==> config.mk <==
export PLATFORM = sky130hd
export DESIGN_NAME = mux_2_1_reg
export DESIGN_NICKNAME = d
export VERILOG_FILES = /design/src/rtl/mux_2_1_reg_pkg.sv /design/src/rtl/mux_2_1_comb.sv /design/src/rtl/mux_2_1_reg.sv
export SDC_FILE = /design/constraint.sdc
export NUM_CORES = 1
export LEC_CHECK = 0
export BUFFER_PORTS_ARGS = -buffer_cell sky130_fd_sc_hd__buf_2
export CAP_MARGIN = 0
export CORE_AREA = 2 2 39 41
export CTS_BUF_LIST = sky130_fd_sc_hd__clkbuf_8
export DETAILED_ROUTE_END_ITERATION = 10
export DIE_AREA = 0 0 41 43
export PLACE_DENSITY_LB_ADDON = 0.2
export SYNTH_ARGS = -nofsm -noshare
export SYNTH_HDL_FRONTEND = slang
export SYNTH_SLANG_ARGS = --single-unit
==> constraint.sdc <==
create_clock -name clk -period 0.9 [get_ports clk]
set_input_delay 0.18 -clock clk [delete_from_list [all_inputs] [get_ports clk]]
set_output_delay 0.18 -clock clk [all_outputs]
set_load 0.01 [all_outputs]
==> src/rtl/mux_2_1_reg_pkg.sv <==
// Shared constants and helpers for the 2:1 select cells and the n:1 select tree
// that is built from them.
package mux_2_1_reg_pkg;

   // Default data word width of one select stage.
   localparam int MUX_DEFAULT_WIDTH = 8;

   // Packed input width of a 2:1 stage: two words side by side.
   function automatic int packed_in_width(input int w);
      return 2 * w;
   endfunction

endpackage : mux_2_1_reg_pkg

==> src/rtl/mux_2_1_comb.sv <==
// Pure combinational 2:1 word select.
// word0 is data_in[WIDTH-1:0] and word1 is data_in[2*WIDTH-1:WIDTH].
// Bit order inside the chosen word is passed through unchanged.
module mux_2_1_comb
   import mux_2_1_reg_pkg::*;
#(
   parameter int WIDTH = MUX_DEFAULT_WIDTH
) (
   input  logic                 sel,
   input  logic [2*WIDTH-1:0]   data_in,
   output logic [WIDTH-1:0]     word
);

   // Pick the lower word by default, override with the upper word when sel=1.
   always_comb begin
      // NOTE: assign a default before any condition so every path drives 'word'; otherwise a latch is inferred.
      word = data_in[WIDTH-1:0];
      if (sel) begin
         word = data_in[2*WIDTH-1:WIDTH];
      end
   end

endmodule : mux_2_1_comb

==> src/rtl/mux_2_1_reg.sv <==
// Registered 2:1 word multiplexer with a valid qualifier: the selected word
// appears on data_out exactly one clock after it is presented with in_valid.
// Leaf cell of the n:1 select tree; also usable on its own.
//
// Optional build macro MUX_2_1_SEL_CHECK_EN: adds a simulation-only checker
// that flags an unknown sel on valid cycles and rejects inconsistent width
// parameters at elaboration. It adds no synthesized logic.
module mux_2_1_reg
   import mux_2_1_reg_pkg::*;
#(
   parameter int WIDTH     = MUX_DEFAULT_WIDTH,
   parameter int IN_WIDTH  = packed_in_width(WIDTH),
   parameter int OUT_WIDTH = WIDTH
) (
   input  logic                 clk,
   input  logic                 reset,
   input  logic                 sel,
   input  logic [IN_WIDTH-1:0]  data_in,
   input  logic                 in_valid,
   output logic [OUT_WIDTH-1:0] data_out,
   output logic                 out_valid
);

   logic [WIDTH-1:0] sel_word;

   mux_2_1_comb #(
      .WIDTH (WIDTH)
   ) u_select (
      .sel     (sel),
      .data_in (data_in),
      .word    (sel_word)
   );

   // Output register: reset wins, valid words are captured, otherwise data holds and valid drops.
   always_ff @(posedge clk) begin
      // NOTE: sequential state is always updated with non-blocking (<=) assignments.
      if (reset) begin
         data_out  <= '0;
         out_valid <= 1'b0;
      end else begin
         out_valid <= in_valid;
         if (in_valid) begin
            data_out <= sel_word;
         end
      end
   end

`ifdef MUX_2_1_SEL_CHECK_EN
   // The packed widths only make sense as two words in and one word out.
   if (IN_WIDTH != 2 * WIDTH || OUT_WIDTH != WIDTH) begin : g_width_check
      $fatal(1, "mux_2_1_reg: IN_WIDTH must be 2*WIDTH and OUT_WIDTH must be WIDTH");
   end

   // Flag an unknown select on any cycle where the input word is going to be captured.
   always @(posedge clk) begin
      if (!reset && in_valid && $isunknown(sel)) begin
         $error("mux_2_1_reg: sel is X/Z on a valid input cycle");
      end
   end
`endif

endmodule : mux_2_1_reg

==> results of run 1 <==
-- path summary, 6_finish.rpt --
check	endpoint	startpoint
min reg2reg	data_out[5]	data_out[5]
max	data_out[3]	data_out[3]
max reg2reg	data_out[6]	data_out[6]
min	data_out[5]	reset
-- cell families (layout without fill, tap and decap cells) --
logic type / count (synthesis) / in the layout / share of synthesized area
flip-flops: 9 / 9 / 0.462
AO/OA/AOI/OAI: 8 / 8 / 0.154
buffers and inverters: 4 / 33 / 0.0865
AND/OR/NAND/NOR: 9 / 9 / 0.0930
multiplexers: 8 / 8 / 0.205
-- state kept, by name (all words and copies together), names as in the netlist --
name       flops
data_out       8
out_valid      1
-- through the flow --
step | worst slack [ns] | total power [mW] | instance area (µm²)
2_1_floorplan | 0.183 | 0.544 | 390
3_3_place_gp | 0.0409 | 0.610 | 524
3_5_place_dp | 0.0115 | 0.612 | 524
4_1_cts | 0.0249 | 1.07 | 569
5_1_grt | 0.00737 | 1.11 | 573
6_report | 0.0331 | 1.05 | 573
-- power by group through the flow --
| stage | logic, mW | registers, mW | clock network (mW) |
|---|---|---|---|
| after floorplan | 0.0802 | 0.463 | 0 |
| after global placement | 0.161 | 0.449 | 0 |
| after detailed placement | 0.163 | 0.449 | 0 |
| after CTS | 0.163 | 0.442 | 0.463 |
| after global routing | 0.179 | 0.447 | 0.485 |
| final | 0.160 | 0.443 | 0.448 |
-- Yosys cell counts --
library cell,number
mux2i_1,8
nor2_1,8
buf_1,1
buf_6,2
nor2b_1,1
dfxtp_1,9
buf_4,1
a211oi_1,8
-- what timing repair did --
action / 4_1_cts / 5_1_grt
resized for setup: 0 / 3
hold endpoints to repair: 0 / 0
setup endpoints to repair: 0 / 3
-- per-layer routing --
metal	GRT usage	share of wire	vias up	wire (µm)
met5	0	0	-	0
met4	0.0600	0.012	0	10
met3	0.0785	0.10	2	87
met2	0.184	0.51	18	437
met1	0.117	0.37	162	315
li1	-	-	191	-
-- layout make-up --
cell class                 instances  area [µm²]  area share
timing repair buffer              29         148       0.258
sequential                         9         184       0.321
clock inverter                     1        3.75     0.00655
tap                               16        20.0      0.0349
clock buffer                       3        41.3      0.0721
multi-input combinational         25         176       0.308
==> impl_metrics.csv, run 1 <==
group,metric,value,unit
power_and_ir_drop,switching_power,0.240,mW
worst_setup_path,reg2reg_slack,0.25,ns
floorplanning,rows,14,
global_route,antenna_found_initial,0,
routing,drcViolationCount,0,
final_layout,mostFrequentLayoutCells,"buf_2, mux2i_1, nor2_1, a211oi_1, dfxtp_1",
clock_network,clockRootBuffer,"clkbuf_8",
synth,seq_area_frac_synth,0.462,
floorplanning,dieArea,1760,µm²
final_layout,drive_above_1_share,0.522,
final_layout,stdcell_count,83,
clock_network,htreeDepth,1,
min_path,hold_class,"input pin to register",
synth,syn_area,390,µm²
synth,synth_area_leaders,"dfxtp_1, mux2i_1, a211oi_1",
worst_setup_path,slowest_delay,0.33,ns
floorplanning,pin_count,29,
final_layout,nNetsFinal,88,
global_route,grt_pass1_wl,1350,µm
timing,rsz0062_at_grt,"no",
final_layout,antennaDiodeCount,0,
synth,synth_top_area_frac,0.462,
worst_setup_path,worstPathRequired,0.72,ns
power_and_ir_drop,p_seq_frac,0.422,
timing,hold_viol_final,0,
timing,setup_viol,0,
power_and_ir_drop,ir_drop,0.000978,V
synth,synthDistinctLibCells,8,
routing,routedWlPerCell,10.3,µm
clock_network,cts_sinks,9,
power_and_ir_drop,internal_power,0.811,mW
clock_network,post_cts_buffers,0,
floorplanning,core-area,1380,µm²
timing,fin_hold_ws,0.231,ns
global_route,grt_usage,0.120,
synth,ys_seq_elements,9,
floorplanning,die_w,41,µm
worst_setup_path,path_delay_family,"flip-flops",
worst_setup_path,start_kind,"register",
run_status,status,"finished clean",
worst_setup_path,cp_slowest_cell,"dfxtp_1",
global_route,grt_max_degree,17,
global_route,grt_pass1_vias,337,
routing,first_pass_iters,3,
timing,period_share,0.963,
floorplanning,die_h,43,µm
timing,fin_crit,0.867,ns
clock_network,clk_latency,0.23,ns
worst_setup_path,cp-end-kind,"primary output",
routing,ant_nets,0,
power_and_ir_drop,p_leak,0.299,nW
final_layout,nFillCells,157,
final_layout,fin_util,0.414,
synth,ys_warn_count,0,
synth,synth_fp_nets,58,
routing,wl,851,µm
place,port_buffers,28,
final_layout,area_delta_synth_final,46.8,%
power_and_ir_drop,pwr-share-clk,0.426,
synth,postSynthCellCount,38,
timing,max_freq,1.15,GHz
global_route,overflow,0,
timing,maxSlewHeadroom,0.828,
clock_network,tritoncts,"yes",
worst_setup_path,path_depth,1,
run,maxCapViolCount,0,
synth,synth_area_leader_cell,"dfxtp_1",
timing,worstMarginPinSlew,0.259,ns
worst_setup_path,worst-path-buf-inv,1,
floorplanning,start_util,0.282,
synth,post_synth.cell_area_avg,10.3,µm²
clock_network,clk_path_buf_depth,2,
clock_network,cts_hold_buf,0,
final_layout,layout_commonest_cell,"buf_2",
timing,finClkSkew,0,ns
place,dp_cells,79,
power_and_ir_drop,pwr_density_cell,1830,nW/µm²
worst_setup_path,reg2reg_depth,2,
place,place.gp.congestion,0.600,
timing,fin_tns_setup,0,ns
power_and_ir_drop,power_frac_comb,0.152,
routing,drt-initial-drc-count,2,
min_path,min_path_cells,2,
worst_setup_path,crit_arrival,0.69,ns
routing,via_count,373,
worst_setup_path,critPathMaxFanout,2,
worst_setup_path,crit_chain,"buf_2",
power_and_ir_drop,power.switching_fraction,0.228,
clock_network,cts_buffers,3,
clock_network,clk_pin_slew,0.04,ns
routing,vias_per_cell,4.49,
timing,finalMaxSlewViolations,0,
worst_setup_path,worstSetupPathType,"register to primary output",
No activity file was read; power rests on OpenSTA's default activity.
==> inputs of run 2 (changes only) <==
--- a/config.mk
+++ b/config.mk
@@ -11,7 +11,8 @@
 export CTS_BUF_LIST = sky130_fd_sc_hd__clkbuf_8
 export DETAILED_ROUTE_END_ITERATION = 10
 export DIE_AREA = 0 0 41 43
-export PLACE_DENSITY_LB_ADDON = 0.2
+export PLACE_DENSITY = 0.58
+export SLEW_MARGIN = 5
 export SYNTH_ARGS = -nofsm -noshare
 export SYNTH_HDL_FRONTEND = slang
 export SYNTH_SLANG_ARGS = --single-unit
==> run 2 against run 1 <==
  * Global-route usage is 1.3 points lower
  * Register-to-register slack hardly changed
  * Cell count decreased by 1.2%
==> impl_metrics.csv, run 2 (synthesis gave the netlist of run 1 again) <==
group,metric,value,unit
routing,drcViolationCount,0,
worst_setup_path,worstSetupPathType,"register to primary output",
min_path,min_path_cells,2,
final_layout,layout_commonest_cell,"buf_2",
timing,maxSlewHeadroom,0.813,
routing,first_pass_iters,3,
routing,m1WireLength,352,µm
power_and_ir_drop,pwr-share-clk,0.429,
run_status,status,"finished clean",
min_path,hold_class,"input pin to register",
global_route,grt_usage,0.107,
global_route,overflow,0,
clock_network,tritoncts,"yes",
power_and_ir_drop,p_seq_frac,0.420,
global_route,grt_pass1_vias,279,
floorplanning,start_util,0.282,
routing,via_count,346,
timing,finalMaxSlewViolations,0,
floorplanning,pin_count,29,
power_and_ir_drop,power_frac_comb,0.150,
clock_network,htreeDepth,1,
clock_network,cts_hold_buf,0,
routing,wl_met2,366,µm
final_layout,reg_top3,"data_out: 8 flops, out_valid: 1 flops",
routing,top_layer_used,"met4",
power_and_ir_drop,internal_power,0.809,mW
timing,max_freq,1.16,GHz
final_layout,regMostFlops,"data_out",
floorplanning,rows,14,
floorplanning,dieArea,1760,µm²
worst_setup_path,slowest_delay,0.32,ns
routing,vias_per_cell,4.22,
final_layout,drive_above_1_share,0.515,
worst_setup_path,worstPathRequired,0.72,ns
power_and_ir_drop,p_leak,0.294,nW
timing,rsz0062_at_grt,"no",
place,place.gp.congestion,0.557,
clock_network,clk_path_buf_depth,2,
timing,setup_slack,0.0394,ns
worst_setup_path,path_depth,1,
place,pre_cts_slack,0.00710,ns
worst_setup_path,cp_slowest_cell,"dfxtp_1",
floorplanning,die_w,41,µm
timing,fin_crit,0.861,ns
timing,fin_tns_setup,0,ns
worst_setup_path,crit_start,"data_out[6]",
timing,worstMarginPinSlew,0.280,ns
worst_setup_path,cp-end-kind,"primary output",
final_layout,area_delta_synth_final,44.9,%
power_and_ir_drop,power.switching_fraction,0.232,
floorplanning,die_h,43,µm
final_layout,nNetsFinal,87,
clock_network,cts_buffers,3,
timing,fin_hold_ws,0.234,ns
timing,period_share,0.956,
worst_setup_path,crit_chain,"buf_2",
final_layout,mostFrequentLayoutCells,"buf_2, mux2i_1, nor2_1, a211oi_1, dfxtp_1",
routing,routedWlPerCell,10.1,µm
place,port_buffers,28,
final_layout,antennaDiodeCount,0,
floorplanning,core-area,1380,µm²
worst_setup_path,reg2reg_depth,2,
routing,ant_nets,0,
worst_setup_path,critPathMaxFanout,2,
min_path,min-delay-start,"reset",
clock_network,clk_pin_slew,0.04,ns
worst_setup_path,crit_arrival,0.68,ns
routing,drt-initial-drc-count,1,
global_route,grt_pass1_wl,1190,µm
clock_network,clk_latency,0.23,ns
clock_network,post_cts_buffers,0,
clock_network,post_cts_resized,0,
routing,wl,827,µm
clock_network,cts_sinks,9,
worst_setup_path,r2r_start,"data_out[6]",
worst_setup_path,start_kind,"register",
worst_setup_path,worst-path-buf-inv,1,
global_route,antenna_found_initial,0,
clock_network,clockRootBuffer,"clkbuf_8",
routing,wl_met3,88,µm
power_and_ir_drop,ir_drop,0.000677,V
timing,setup_viol,0,
power_and_ir_drop,switching_power,0.244,mW
run,maxCapViolCount,0,
timing,hold_viol_final,0,
timing,finClkSkew,0,ns
final_layout,largest_register_ffs,8,
power_and_ir_drop,pwr_density_cell,1860,nW/µm²
global_route,grt_max_degree,18,
worst_setup_path,path_delay_family,"flip-flops",
-- run 2: power groups by stage --
stage          Combinational, mW  Clock [mW]  Sequential (mW)
2_1_floorplan             0.0802           0            0.463
3_3_place_gp               0.158           0            0.448
3_5_place_dp               0.161           0            0.448
4_1_cts                    0.161       0.462            0.441
5_1_grt                    0.177       0.492            0.446
6_report                   0.158       0.452            0.443
-- run 2: stage by stage --
step	power, mW	std cells	cell area [µm²]	util
4_1_cts	1.06	82	562	0.406
3_3_place_gp	0.607	78	517	0.373
5_1_grt	1.11	82	566	0.409
6_report	1.05	82	566	0.409
2_1_floorplan	0.544	38	390	-
3_5_place_dp	0.609	78	517	0.373
-- run 2: cell type report --
class	instances	area, µm²
clock buffer	3	41.3
sequential	9	184
multi-input combinational	25	176
fill	145	818
tap	16	20.0
clock inverter	1	3.75
timing repair buffer	28	140
-- run 2: layer usage --
metal	vias to the layer above	GRT usage
li1	190	-
met1	136	0.113
met2	17	0.144
met3	3	0.0681
met4	0	0.0800
met5	-	0
-- run 2: final timing paths --
path,to,slack (ns)
setup / recovery,data_out[6],0.04
hold / removal,data_out[0],0.23
setup reg to reg,data_out[6],0.25
hold reg to reg,data_out[5],0.48
==> inputs of run 3 (changes only) <==
--- a/config.mk
+++ b/config.mk
@@ -5,7 +5,7 @@
 export SDC_FILE = /design/constraint.sdc
 export NUM_CORES = 1
 export LEC_CHECK = 0
-export BUFFER_PORTS_ARGS = -buffer_cell sky130_fd_sc_hd__buf_2
+export BUFFER_PORTS_ARGS = -buffer_cell sky130_fd_sc_hd__buf_4
 export CAP_MARGIN = 0
 export CORE_AREA = 2 2 39 41
 export CTS_BUF_LIST = sky130_fd_sc_hd__clkbuf_8
==> run 3 against run 2 <==
  * Cell area rose by 12%
  * Total power rose by 4.2%
  * Maximum frequency shrank 1.5%
  * Die area unchanged
  * Register-to-register slack about the same
  * Critical path depth did not move
  * Clock-buffer cell count unchanged
  * Global-route usage grew 1.2 points
  * Sequential share of layout area decreased by 4.0 points
  * Critical endpoint is now data_out[0]
  * Highest routed layer unchanged
==> impl_metrics.csv, run 3 (synthesis gave the netlist of run 1 again) <==
group,metric,value,unit
run_status,status,"finished clean",
global_route,grt_max_degree,18,
clock_network,cts_hold_buf,0,
floorplanning,pin_count,29,
place,port_buffers,28,
worst_setup_path,worstPathRequired,0.72,ns
clock_network,clk_path_buf_depth,2,
clock_network,clk_latency,0.23,ns
min_path,min_path_cells,2,
global_route,grt_pass1_wl,1350,µm
timing,fin_crit,0.874,ns
worst_setup_path,crit_chain,"buf_4",
place,pre_cts_slack,0.102,ns
routing,drt-initial-drc-count,2,
place,dp_cells,78,
run,maxCapViolCount,0,
min_path,hold_class,"input pin to register",
worst_setup_path,path_delay_family,"flip-flops",
final_layout,largest_register_ffs,8,
worst_setup_path,reg2reg_slack,0.25,ns
routing,first_pass_iters,2,
clock_network,cts_sinks,9,
final_layout,layout_commonest_cell,"buf_4",
worst_setup_path,r2r_start,"data_out[0]",
routing,drcViolationCount,0,
final_layout,stdcell_count,82,
floorplanning,start_util,0.282,
final_layout,area_delta_synth_final,61.9,%
timing,finalMaxSlewViolations,0,
timing,fin_tns_setup,0,ns
worst_setup_path,critPathMaxFanout,2,
min_path,hold_path_end,"out_valid",
final_layout,drive_above_1_share,0.470,
timing,max_freq,1.14,GHz
timing,hold_viol_final,0,
power_and_ir_drop,p_leak,0.313,nW
clock_network,tritoncts,"yes",
clock_network,post_cts_resized,0,
routing,routedWlPerCell,11.0,µm
worst_setup_path,reg2reg_depth,2,
final_layout,regMostFlops,"data_out",
floorplanning,die_h,43,µm
worst_setup_path,worstSetupPathType,"register to primary output",
timing,finClkSkew,0,ns
clock_network,htreeDepth,1,
clock_network,cts_buffers,3,
worst_setup_path,r2r-end,"data_out[0]",
final_layout,reg_top3,"data_out: 8 flops, out_valid: 1 flops",
routing,ant_nets,0,
worst_setup_path,cp-end-kind,"primary output",
floorplanning,rows,14,
floorplanning,dieArea,1760,µm²
place,place.gp.congestion,0.676,
clock_network,post_cts_buffers,0,
timing,rsz0062_at_grt,"no",
final_layout,nNetsFinal,87,
global_route,overflow,0,
min_path,min-delay-start,"reset",
worst_setup_path,cp_slowest_cell,"dfxtp_1",
timing,setup_viol,0,
power_and_ir_drop,ir_drop,0.000660,V
routing,via_count,378,
global_route,grt_usage,0.119,
worst_setup_path,start_kind,"register",
global_route,grt_pass1_vias,327,
worst_setup_path,crit_arrival,0.69,ns
final_layout,antennaDiodeCount,0,
final_layout,mostFrequentLayoutCells,"buf_4, dfxtp_1, mux2i_1, nor2_1, a211oi_1",
routing,vias_per_cell,4.61,
worst_setup_path,worst-path-buf-inv,1,
floorplanning,core-area,1380,µm²
routing,wl,900,µm
power_and_ir_drop,pwr_density_cell,1740,nW/µm²
timing,worstMarginPinSlew,0.176,ns
worst_setup_path,slowest_delay,0.33,ns
timing,maxSlewHeadroom,0.882,
timing,setup_slack,0.0259,ns
clock_network,clockRootBuffer,"clkbuf_8",
clock_network,clk_pin_slew,0.05,ns
timing,period_share,0.971,
global_route,antenna_found_initial,0,
floorplanning,die_w,41,µm
[run 3: layout make-up]
cell class | instances | area (µm²)
Sequential cell | 9 | 180
Clock inverter | 1 | 3.75
Fill cell | 146 | 752
Tap cell | 16 | 20.0
Clock buffer | 3 | 41.3
Timing Repair Buffer | 28 | 210
Multi-Input combinational cell | 25 | 176
[run 3: power breakdown]
| group | switching [mW] | internal (mW) |
|---|---|---|
| Sequential | 0.0138 | 0.429 |
| Clock | 0.161 | 0.297 |
| Combinational | 0.0764 | 0.118 |
[run 3: worst max path at each step]
stage | from | to | slack, ns | depth (start not counted)
global placement | sel | data_out[3] | 0.13 | 3
finish | data_out[0] | data_out[0] | 0.03 | 1
floorplan | in_valid | data_out[6] | 0.18 | 4
CTS | data_out[0] | data_out[0] | 0.02 | 1
detailed placement | sel | data_out[7] | 0.10 | 3
global route | data_out[3] | data_out[3] | 0.002 | 1
[run 3: per-layer routing]
| metal | GRT usage | vias up | routed length, µm |
|---|---|---|---|
| met2 | 0.172 | 17 | 446 |
| met3 | 0.0628 | 3 | 76 |
| met5 | 0 | - | 0 |
| met1 | 0.127 | 168 | 358 |
| li1 | - | 190 | - |
| met4 | 0.0800 | 0 | 19 |
[run 3: metrics by stage]
stage | hold slack, ns | utilization | cell area (µm²) | power (mW)
finish | 0.188 | 0.457 | 632 | 1.10
global route | 0.194 | 0.457 | 632 | 1.15
CTS | 0.182 | 0.457 | 632 | 1.12
detailed placement | 0.432 | 0.424 | 587 | 0.649
global placement | 0.433 | 0.424 | 587 | 0.647
floorplan | 0.414 | - | 390 | 0.544
